### config.mk
export PLATFORM = sky130hd
export DESIGN_NAME = dac_sample_feeder
export DESIGN_NICKNAME = d
export VERILOG_FILES = /design/src/rtl/dac_sample_feeder.sv
export SDC_FILE = /design/constraint.sdc
export NUM_CORES = 1
export LEC_CHECK = 0
export ABC_AREA = 1
export CORE_MARGIN = 4
export CORE_UTILIZATION = 30
export CTS_CLUSTER_SIZE = 10
export DETAILED_ROUTE_END_ITERATION = 12
export GPL_TIMING_DRIVEN = 0
export HOLD_SLACK_MARGIN = 0.08
export PLACE_DENSITY_LB_ADDON = 0.05
export SYNTH_ARGS = -nofsm -noshare
export SYNTH_HDL_FRONTEND = slang
export SYNTH_SLANG_ARGS = --single-unit
export TNS_END_PERCENT = 30
### constraint.sdc
create_clock -name clk -period 2.1 [get_ports clk]
set_input_delay 0.21 -clock clk [delete_from_list [all_inputs] [get_ports clk]]
set_output_delay 0.21 -clock clk [all_outputs]
set_load 0.005 [all_outputs]
### src/rtl/dac_sample_feeder.sv
// DAC sample feeder: buffers producer samples in a small FIFO and
// releases one sample per DAC frame once the buffer has been primed.
module dac_sample_feeder #(
    parameter int          DEPTH      = 8,
    parameter int          FRAME_LEN  = 33,
    parameter int          PRIME_LVL  = 4,
    parameter logic [11:0] RESET_CODE = 12'h800
) (
    input  logic                     clk,
    input  logic                     reset,
    input  logic                     enable,
    input  logic [11:0]              in_data,
    input  logic                     in_valid,
    output logic                     in_ready,
    input  logic                     clr_underrun,
    output logic [11:0]              dac_data,
    output logic                     frame_start,
    output logic [$clog2(DEPTH):0]   level,
    output logic                     underrun,
    output logic                     playing
);

    localparam int AW = $clog2(DEPTH);
    localparam int LW = AW + 1;
    localparam int CW = (FRAME_LEN > 1) ? $clog2(FRAME_LEN) : 1;

    localparam logic [CW-1:0] LAST_CNT = CW'(FRAME_LEN - 1);
    localparam logic [LW-1:0] FULL_LVL = LW'(DEPTH);
    localparam logic [LW-1:0] PRIME_L  = LW'(PRIME_LVL);

    typedef enum logic {
        S_PRIME,
        S_RUN
    } state_t;

    state_t          state_q, state_d;
    logic [CW-1:0]   frame_cnt_q, frame_cnt_d;
    logic [AW-1:0]   wr_ptr_q, wr_ptr_d;
    logic [AW-1:0]   rd_ptr_q, rd_ptr_d;
    logic [LW-1:0]   level_q, level_d;
    logic [11:0]     dac_q, dac_d;
    logic            fs_q, fs_d;
    logic            und_q, und_d;
    logic [11:0]     mem_q [DEPTH];

    logic tick;
    logic push;
    logic run_tick;
    logic pop;
    logic starve;

    assign tick     = (frame_cnt_q == LAST_CNT);
    assign in_ready = (level_q < FULL_LVL);
    assign push     = in_valid && in_ready;
    // A frame only plays out while enabled in RUN; enable low freezes output.
    assign run_tick = tick && enable && (state_q == S_RUN);
    assign pop      = run_tick && (level_q != '0);
    assign starve   = run_tick && (level_q == '0);

    // Datapath next-state: frame counter, FIFO pointers, level and outputs.
    always_comb begin
        frame_cnt_d = tick ? '0 : frame_cnt_q + CW'(1);
        wr_ptr_d    = push ? wr_ptr_q + AW'(1) : wr_ptr_q;
        rd_ptr_d    = pop ? rd_ptr_q + AW'(1) : rd_ptr_q;
        level_d     = level_q;
        case ({push, pop})
            2'b10:   level_d = level_q + LW'(1);
            2'b01:   level_d = level_q - LW'(1);
            default: level_d = level_q;
        endcase
        dac_d = pop ? mem_q[rd_ptr_q] : dac_q;
        fs_d  = run_tick;
        und_d = und_q;
        if (starve) begin
            und_d = 1'b1;
        end else if (clr_underrun) begin
            und_d = 1'b0;
        end
    end

    // Playback FSM next-state: prime until enough samples, then run.
    always_comb begin
        state_d = state_q;
        if (!enable) begin
            state_d = S_PRIME;
        end else if (state_q == S_PRIME && tick && level_q >= PRIME_L) begin
            state_d = S_RUN;
        end
    end

    // State, counters and registered outputs.
    always_ff @(posedge clk or posedge reset) begin
        if (reset) begin
            state_q     <= S_PRIME;
            frame_cnt_q <= '0;
            wr_ptr_q    <= '0;
            rd_ptr_q    <= '0;
            level_q     <= '0;
            dac_q       <= RESET_CODE;
            fs_q        <= 1'b0;
            und_q       <= 1'b0;
        end else begin
            state_q     <= state_d;
            frame_cnt_q <= frame_cnt_d;
            wr_ptr_q    <= wr_ptr_d;
            rd_ptr_q    <= rd_ptr_d;
            level_q     <= level_d;
            dac_q       <= dac_d;
            fs_q        <= fs_d;
            und_q       <= und_d;
        end
    end

    // Sample storage; contents are don't-care until pointers cover them.
    always_ff @(posedge clk) begin
        if (push) begin
            mem_q[wr_ptr_q] <= in_data;
        end
    end

    assign dac_data    = dac_q;
    assign frame_start = fs_q;
    assign level       = level_q;
    assign underrun    = und_q;
    assign playing     = (state_q == S_RUN);

endmodule
==> metrics.txt, run 1 <==
# TYPE chip_impl_metric gauge
chip_impl_info{name="setup.worst_path.start_class",value="register"} 1
chip_impl_info{name="synth.area.top_cells",value="edfxtp_1 55%, dfrtp_1 14%, nor2_1 7.9%, o21ai_0 5.2%, nand2_1 3.9%"} 1
chip_impl_metric{name="initial_utilization",unit="%"} 30.44
chip_impl_metric{name="power.total",unit="uW"} 6891
chip_impl_metric{name="h-tree-depth",unit=""} 4
chip_impl_metric{name="antenna_diode_count",unit=""} 0
chip_impl_metric{name="place.detailed.hpwl",unit="um"} 8501
chip_impl_info{name="post-synth-top-count-cell",value="nor2_1"} 1
chip_impl_metric{name="worst_path_largest_cell_delay",unit="ps"} 400
chip_impl_metric{name="synth.ff_latch_count",unit=""} 127
chip_impl_metric{name="share_of_final_layout_standard_cells_stronger_than_drive_strength_1",unit="%"} 15.71
chip_impl_metric{name="synthDominantCellAreaShare",unit="%"} 54.95
chip_impl_metric{name="first_global_vias",unit=""} 3390
chip_impl_info{name="delay_heaviest_family_cp",value="simple AND/OR/NAND/NOR gates"} 1
chip_impl_metric{name="synth_cell_types",unit=""} 30
chip_impl_info{name="end_kind",value="register"} 1
chip_impl_metric{name="drt_iter0_markers",unit=""} 264
chip_impl_metric{name="core_area",unit="um^2"} 17240
chip_impl_metric{name="die-width",unit="um"} 140.2
chip_impl_info{name="unrepaired_setup_endpoints_after_global_routing",value="true"} 1
chip_impl_metric{name="die_height",unit="um"} 140.2
chip_impl_info{name="synth_top_cells_by_count",value="110 x nor2_1, 96 x edfxtp_1, 55 x nand2_1"} 1
chip_impl_info{name="min-delay-path-class",value="input pin to register"} 1
chip_impl_metric{name="report.final.hold_viol_count",unit=""} 0
chip_impl_metric{name="finalWirelength",unit="um"} 13500
chip_impl_info{name="ys_dominant_reg_cell",value="edfxtp_1"} 1
chip_impl_metric{name="tritoncts_num_sinks",unit=""} 127
chip_impl_metric{name="io_buffers",unit=""} 36
chip_impl_metric{name="combined_buffer_and_inverter_count_along_the_critical_path",unit=""} 3
chip_impl_metric{name="power.density",unit="nW/um^2"} 1032
chip_impl_metric{name="drc_errors",unit=""} 0
chip_impl_info{name="run_status",value="complete, no violations"} 1
chip_impl_metric{name="synth_cells",unit=""} 460
chip_impl_metric{name="critical_path_required",unit="ps"} 2400
chip_impl_info{name="clock-root-buffer",value="clkbuf_16"} 1
chip_impl_metric{name="worst_slew_pin_slew",unit="ps"} 867.9
chip_impl_metric{name="timing.setup.tns",unit="ps"} 0
chip_impl_metric{name="num_rows",unit=""} 48
chip_impl_metric{name="cts.reportedPaths.clkPinSlew",unit="ps"} 60
chip_impl_info{name="synth_top_family_by_area",value="simple AND/OR/NAND/NOR gates"} 1
chip_impl_metric{name="timing.fmax",unit="MHz"} 477.7
chip_impl_metric{name="adder_cell_share_of_the_synthesized_area",unit="%"} 1.669
chip_impl_metric{name="vdd_ir_drop_max",unit="V"} 0.0005509
chip_impl_info{name="synth_top_cell_by_area",value="edfxtp_1"} 1
chip_impl_metric{name="synth-simple-area-share",unit="%"} 17.31
chip_impl_metric{name="crit_path_max_fanout",unit=""} 5
chip_impl_metric{name="place_ws",unit="ps"} -598.8
chip_impl_metric{name="worstSkewPairLatency",unit="ps"} 420
chip_impl_info{name="cts_tree",value="built"} 1
chip_impl_metric{name="dr.pass1.iters",unit=""} 4
chip_impl_metric{name="dr_total_vias",unit=""} 3451
chip_impl_metric{name="grt_max_degree",unit=""} 32
chip_impl_metric{name="global_route_wire_length_before_repair",unit="um"} 20360
chip_impl_metric{name="syn2layout_area_growth",unit="%"} 27.26
chip_impl_metric{name="synth_xor_area_share",unit="%"} 1.002
chip_impl_metric{name="post-route-period-util",unit="%"} 99.69
chip_impl_metric{name="setup_viol",unit=""} 0
chip_impl_metric{name="finalNetCount",unit=""} 552
chip_impl_metric{name="worst_case_hold_slack",unit="ps"} 379.7
chip_impl_metric{name="floorplan.io_pins",unit=""} 37
chip_impl_metric{name="routed_via_density",unit=""} 4.505
chip_impl_metric{name="grt_antenna_before_repair",unit=""} 0
chip_impl_info{name="crit_chain",value="inv_1, ha_2, nand2_2, nor2_4, nand2_4, nor2_8, buf_12, ha_4, nand2_2, inv_2, nor2_4, ha_4, a21oi_2, xor2_1, o21ai_0"} 1
chip_impl_metric{name="mean_area_per_synthesized_cell",unit="um^2"} 11.40
chip_impl_metric{name="post-route-worst-setup-slack",unit="ps"} 6.528
chip_impl_metric{name="slew_headroom",unit="%"} 42.08
chip_impl_info{name="crit_path_top_delay_cell",value="dfrtp_1"} 1
chip_impl_metric{name="period_minus_slack",unit="ps"} 2093
chip_impl_metric{name="grt_overflow",unit=""} 0
chip_impl_metric{name="fp.dieArea",unit="um^2"} 19670
chip_impl_metric{name="yosys-mux-area-fraction",unit="%"} 0
chip_impl_metric{name="antenna_left",unit=""} 0
chip_impl_info{name="critical_path_class",value="register to register"} 1
chip_impl_metric{name="synth_enable_flop_cells",unit=""} 96
chip_impl_metric{name="gr-usage-all-layers",unit="%"} 14.25
chip_impl_metric{name="crit_path_dat",unit="ps"} 2390
chip_impl_metric{name="routed_length_per_placed_instance",unit="um"} 17.63
chip_impl_metric{name="place_congestion",unit=""} 0.7211
chip_impl_metric{name="cts-buffers-inserted",unit=""} 17
chip_impl_metric{name="ys_warn_count",unit=""} 0
chip_impl_metric{name="async_flop_share",unit="%"} 24.41
chip_impl_metric{name="skew",unit="ps"} 4.381
chip_impl_metric{name="cts-root-to-sink-buffers",unit=""} 2
chip_impl_metric{name="p_leak",unit="uW"} 0.002601
chip_impl_metric{name="cap_viol_max_count",unit=""} 0
chip_impl_metric{name="synth_compound_gate_area_share",unit="%"} 5.819
chip_impl_metric{name="final-max-slew-violation-count",unit=""} 0
chip_impl_metric{name="syn-num-nets",unit=""} 484
chip_impl_metric{name="synth_seq_area_share",unit="%"} 69.76
chip_impl_metric{name="mapped_area",unit="um^2"} 5246
-- cell families after synthesis --
group                    after synthesis
AO/OA/AOI/OAI                         61
AND/OR/NAND/NOR                      214
buffers and inverters                 45
flip-flops                           127
adder cells (fa/ha/maj)                7
XOR/XNOR                               6
-- layout make-up --
class	count	area, um^2
Buffer	20	136.4
Clock buffer	17	425.4
Clock inverter	15	151.4
Fill cell	1642	10560
Inverter	25	96.34
Multi-Input combinational cell	288	1445
Sequential cell	127	3660
Tap cell	225	281.5
Timing Repair Buffer	49	480.5
-- stage by stage --
stage,cells,utilization (%),area (um^2)
finish,766,38.73,6676
global route,766,38.73,6676
CTS,754,37.84,6523
detailed placement,722,34.36,5923
global placement,721,34.26,5904
floorplan,460,-,5263
-- per-layer routing --
layer	global-route usage (%)	vias to the layer above	share of wire, %
met1	19.18	1675	47
met4	5.915	0	1.9
met5	0	-	0
met3	3.585	19	3.9
met2	22.03	60	47
li1	-	1697	-
-- state kept, by name (all words and copies together) (netlist names) --
name	cells
mem_q	96
dac_data	12
playing	1
level	4
frame_start	1
wr_ptr_q	3
rd_ptr_q	3
underrun	1
frame_cnt_q	6
-- placed cells by master (no fill, tap or decap), drive strengths merged, types with 3 or more instances in the layout --
| master | instances |
|---|---|
| a21oi | 3 |
| buf | 26 |
| bufinv | 3 |
| clkbuf | 23 |
| clkdlybuf4s50 | 36 |
| clkinv | 11 |
| dfrtp | 30 |
| edfxtp | 96 |
| ha | 7 |
| inv | 24 |
| nand2 | 57 |
| nand3 | 41 |
| nor2 | 114 |
| o21ai | 58 |
| xor2 | 4 |
-- power by group --
group / total, uW / switching, uW / internal, uW
registers: 3170 / 141 / 3030
logic: 820 / 520 / 299
clock network: 2900 / 1070 / 1830
-- worst paths after layout --
kind                            cells past startpoint  slack, ps           start            to
worst max-delay path                               15          7  frame_cnt_q[0]      level[2]
worst min-delay path                                2        380    clr_underrun      underrun
worst max register to register                     15          7  frame_cnt_q[0]      level[2]
worst min register to register                      2        470    dac_data[11]  dac_data[11]
max in group asynchronous                           4       1100           reset   rd_ptr_q[0]
min in group asynchronous                           3        590           reset   dac_data[2]
-- repair_timing --
| action | CTS | global route |
|---|---|---|
| gates resized for setup | 6 | 11 |
| setup buffers | 0 | 9 |
| endpoints found under the hold margin | 0 | 7 |
| hold buffers | 0 | 1 |
| pin swaps | 2 | 7 |
| endpoints found under the setup margin | 82 | 54 |
Note: power is estimated with default switching activity, not from simulation.
==> run 2: changes to the inputs <==
--- a/config.mk
+++ b/config.mk
@@ -11,8 +11,8 @@
 export CTS_CLUSTER_SIZE = 10
 export DETAILED_ROUTE_END_ITERATION = 12
 export GPL_TIMING_DRIVEN = 0
-export HOLD_SLACK_MARGIN = 0.08
 export PLACE_DENSITY_LB_ADDON = 0.05
+export SLEW_MARGIN = 40
 export SYNTH_ARGS = -nofsm -noshare
 export SYNTH_HDL_FRONTEND = slang
 export SYNTH_SLANG_ARGS = --single-unit
==> metrics.txt, run 2 (synthesis results as in run 1) <==
# TYPE chip_impl_metric gauge
chip_impl_metric{name="power.density",unit="nW/um^2"} 1045
chip_impl_info{name="layout.cells.most_common_list",value="101 x nor2_1, 96 x edfxtp_1, 53 x nand2_1, 52 x o21ai_0, 39 x nand3_1"} 1
chip_impl_metric{name="worst_slew_pin_slew",unit="ps"} 681.8
chip_impl_metric{name="largest_register_ff_count",unit=""} 96
chip_impl_metric{name="h-tree-depth",unit=""} 4
chip_impl_metric{name="finalNetCount",unit=""} 547
chip_impl_metric{name="worstSkewPairLatency",unit="ps"} 420
chip_impl_info{name="registers.top_by_ff_count",value="mem_q"} 1
chip_impl_metric{name="timing.setup.tns",unit="ps"} 0
chip_impl_metric{name="global_route_wire_length_before_repair",unit="um"} 20090
chip_impl_metric{name="period_minus_slack",unit="ps"} 2089
chip_impl_metric{name="drc_errors",unit=""} 0
chip_impl_metric{name="antenna_diode_count",unit=""} 0
chip_impl_metric{name="slew_headroom",unit="%"} 54.48
chip_impl_metric{name="cts.reportedPaths.clkPinSlew",unit="ps"} 60
chip_impl_metric{name="report.final.hold_viol_count",unit=""} 0
chip_impl_metric{name="cts-buffers-inserted",unit=""} 17
chip_impl_metric{name="place_congestion",unit=""} 0.7211
chip_impl_info{name="cts_tree",value="built"} 1
chip_impl_metric{name="io_buffers",unit=""} 36
chip_impl_metric{name="initial_utilization",unit="%"} 30.44
chip_impl_metric{name="timing.fmax",unit="MHz"} 478.7
chip_impl_metric{name="num_rows",unit=""} 48
chip_impl_metric{name="setup_viol",unit=""} 0
chip_impl_metric{name="crit_path_dat",unit="ps"} 2400
chip_impl_metric{name="antenna_left",unit=""} 0
chip_impl_metric{name="floorplan.io_pins",unit=""} 37
chip_impl_metric{name="tritoncts_num_sinks",unit=""} 127
chip_impl_metric{name="skew",unit="ps"} 9.868
chip_impl_metric{name="nFillCells",unit=""} 1641
chip_impl_metric{name="cts-root-to-sink-buffers",unit=""} 2
chip_impl_info{name="min-delay-path-class",value="input pin to asynchronous set/reset pin"} 1
chip_impl_metric{name="grt_overflow",unit=""} 0
chip_impl_metric{name="p_leak",unit="uW"} 0.002565
chip_impl_metric{name="share_of_final_layout_standard_cells_stronger_than_drive_strength_1",unit="%"} 15.67
chip_impl_metric{name="crit_path_max_fanout",unit=""} 5
chip_impl_metric{name="drt_iter0_markers",unit=""} 214
chip_impl_metric{name="syn2layout_area_growth",unit="%"} 26.66
chip_impl_metric{name="cts_hold_repair.buffers",unit=""} 0
chip_impl_info{name="layout_commonest_cell",value="nor2_1"} 1
chip_impl_metric{name="cap_viol_max_count",unit=""} 0
chip_impl_metric{name="post-route-period-util",unit="%"} 99.48
chip_impl_info{name="critical_path_class",value="register to register"} 1
chip_impl_metric{name="dr.pass1.iters",unit=""} 4
chip_impl_info{name="setup.worst_path.start_class",value="register"} 1
chip_impl_metric{name="die-width",unit="um"} 140.2
chip_impl_metric{name="vdd_ir_drop_max",unit="V"} 0.0005938
chip_impl_metric{name="first_global_vias",unit=""} 3325
chip_impl_metric{name="grt_max_degree",unit=""} 32
chip_impl_metric{name="place.detailed.hpwl",unit="um"} 8453
chip_impl_metric{name="dr_total_vias",unit=""} 3410
chip_impl_info{name="run_status",value="complete, no violations"} 1
chip_impl_metric{name="final-max-slew-violation-count",unit=""} 0
chip_impl_metric{name="finalWirelength",unit="um"} 13380
chip_impl_metric{name="routed_length_per_placed_instance",unit="um"} 17.58
chip_impl_metric{name="routed_via_density",unit=""} 4.481
chip_impl_metric{name="fp.dieArea",unit="um^2"} 19670
chip_impl_info{name="clock-root-buffer",value="clkbuf_16"} 1
chip_impl_metric{name="die_height",unit="um"} 140.2
chip_impl_info{name="end_kind",value="register"} 1
chip_impl_metric{name="place_ws",unit="ps"} -280.9
chip_impl_metric{name="core_area",unit="um^2"} 17240
chip_impl_metric{name="critical_path_required",unit="ps"} 2410
chip_impl_metric{name="post-route-worst-setup-slack",unit="ps"} 10.86
chip_impl_info{name="unrepaired_setup_endpoints_after_global_routing",value="true"} 1
chip_impl_metric{name="gr-usage-all-layers",unit="%"} 14.07
chip_impl_metric{name="grt_antenna_before_repair",unit=""} 0
==> run 2: cell types whose count changed in the layout (fill, tap and decap cells not counted), moves of 2 or more <==
cell	previous run	this run
clkinv_1	4	0
clkinv_2	7	3
clkinv_4	0	3
clkinvlp_4	2	5
buf_6	4	2
nor2_4	7	9
==> run 2: final cells by class <==
cell class / instances / area, um^2 / share of cell area (%)
clock inverter: 14 / 168.9 / 2.542
tap: 225 / 281.5 / 4.236
sequential: 127 / 3660 / 55.07
timing repair buffer: 44 / 420.4 / 6.326
buffer: 20 / 136.4 / 2.052
inverter: 25 / 96.34 / 1.450
multi-input combinational: 288 / 1453 / 21.86
clock buffer: 18 / 429.2 / 6.458
==> run 2: worst max-delay path, stage by stage, from the launching register on <==
cell	delay, ps
dfrtp_1	410
inv_1	70
ha_2	170
nand2_2	60
nor2_4	150
nand2_4	90
nor2_8	120
buf_12	110
ha_4	140
nand2_2	60
inv_2	60
nor2_2	50
ha_4	150
a21oi_2	110
xor2_1	160
o21ai_1	80
==> run 2: final timing paths <==
check | startpoint | end | slack [ps] | cells after the start
min reg2reg | dac_data[11] | dac_data[11] | 470 | 2
max | frame_cnt_q[1] | level[2] | 10 | 15
min | reset | frame_cnt_q[4] | 220 | 2
max reg2reg | frame_cnt_q[1] | level[2] | 10 | 15
min in group clk | clr_underrun | underrun | 380 | 2
max in group asynchronous | reset | rd_ptr_q[0] | 1430 | 2
==> run 2: repair_timing <==
action / 4_1_cts / 5_1_grt
pin swaps: 1 / 7
gates resized for setup: 1 / 9
setup buffers: 1 / 7
setup endpoints to repair: 51 / 5
==> run 2: per-stage QoR <==
stage,cells,util [%],hold slack [ps],total power (uW),cell area [um^2]
floorplan,460,-,308.9,3607,5263
global placement,721,34.26,450.8,3925,5904
detailed placement,721,34.49,454.9,3993,5944
CTS,754,38.03,237.1,6963,6555
global route,761,38.55,272.4,7267,6645
finish,761,38.55,219.0,6941,6645
==> run 2: per-layer routing <==
metal  routed length, um  up-vias  track usage (%)  share of wire, %
met5                   0        -                0                 0
met4                  84        0            3.825              0.63
met3                 736        8            4.473               5.5
met2                6368       81            21.98                48
met1                6187     1630            18.99                46
li1                    -     1691                -                 -
==> run 2: report_power, final <==
group | internal (uW) | total, uW | switching, uW
logic | 287 | 814 | 526
clock network | 1860 | 2950 | 1090
registers | 3030 | 3170 | 143
==> run 3: changes to the inputs <==
--- a/config.mk
+++ b/config.mk
@@ -11,6 +11,7 @@
 export CTS_CLUSTER_SIZE = 10
 export DETAILED_ROUTE_END_ITERATION = 12
 export GPL_TIMING_DRIVEN = 0
+export HOLD_SLACK_MARGIN = 0.12
 export PLACE_DENSITY_LB_ADDON = 0.05
 export SLEW_MARGIN = 40
 export SYNTH_ARGS = -nofsm -noshare
==> results of run 3 <==
Same layout as run 2: the final DEF is identical, and so are final timing and power.
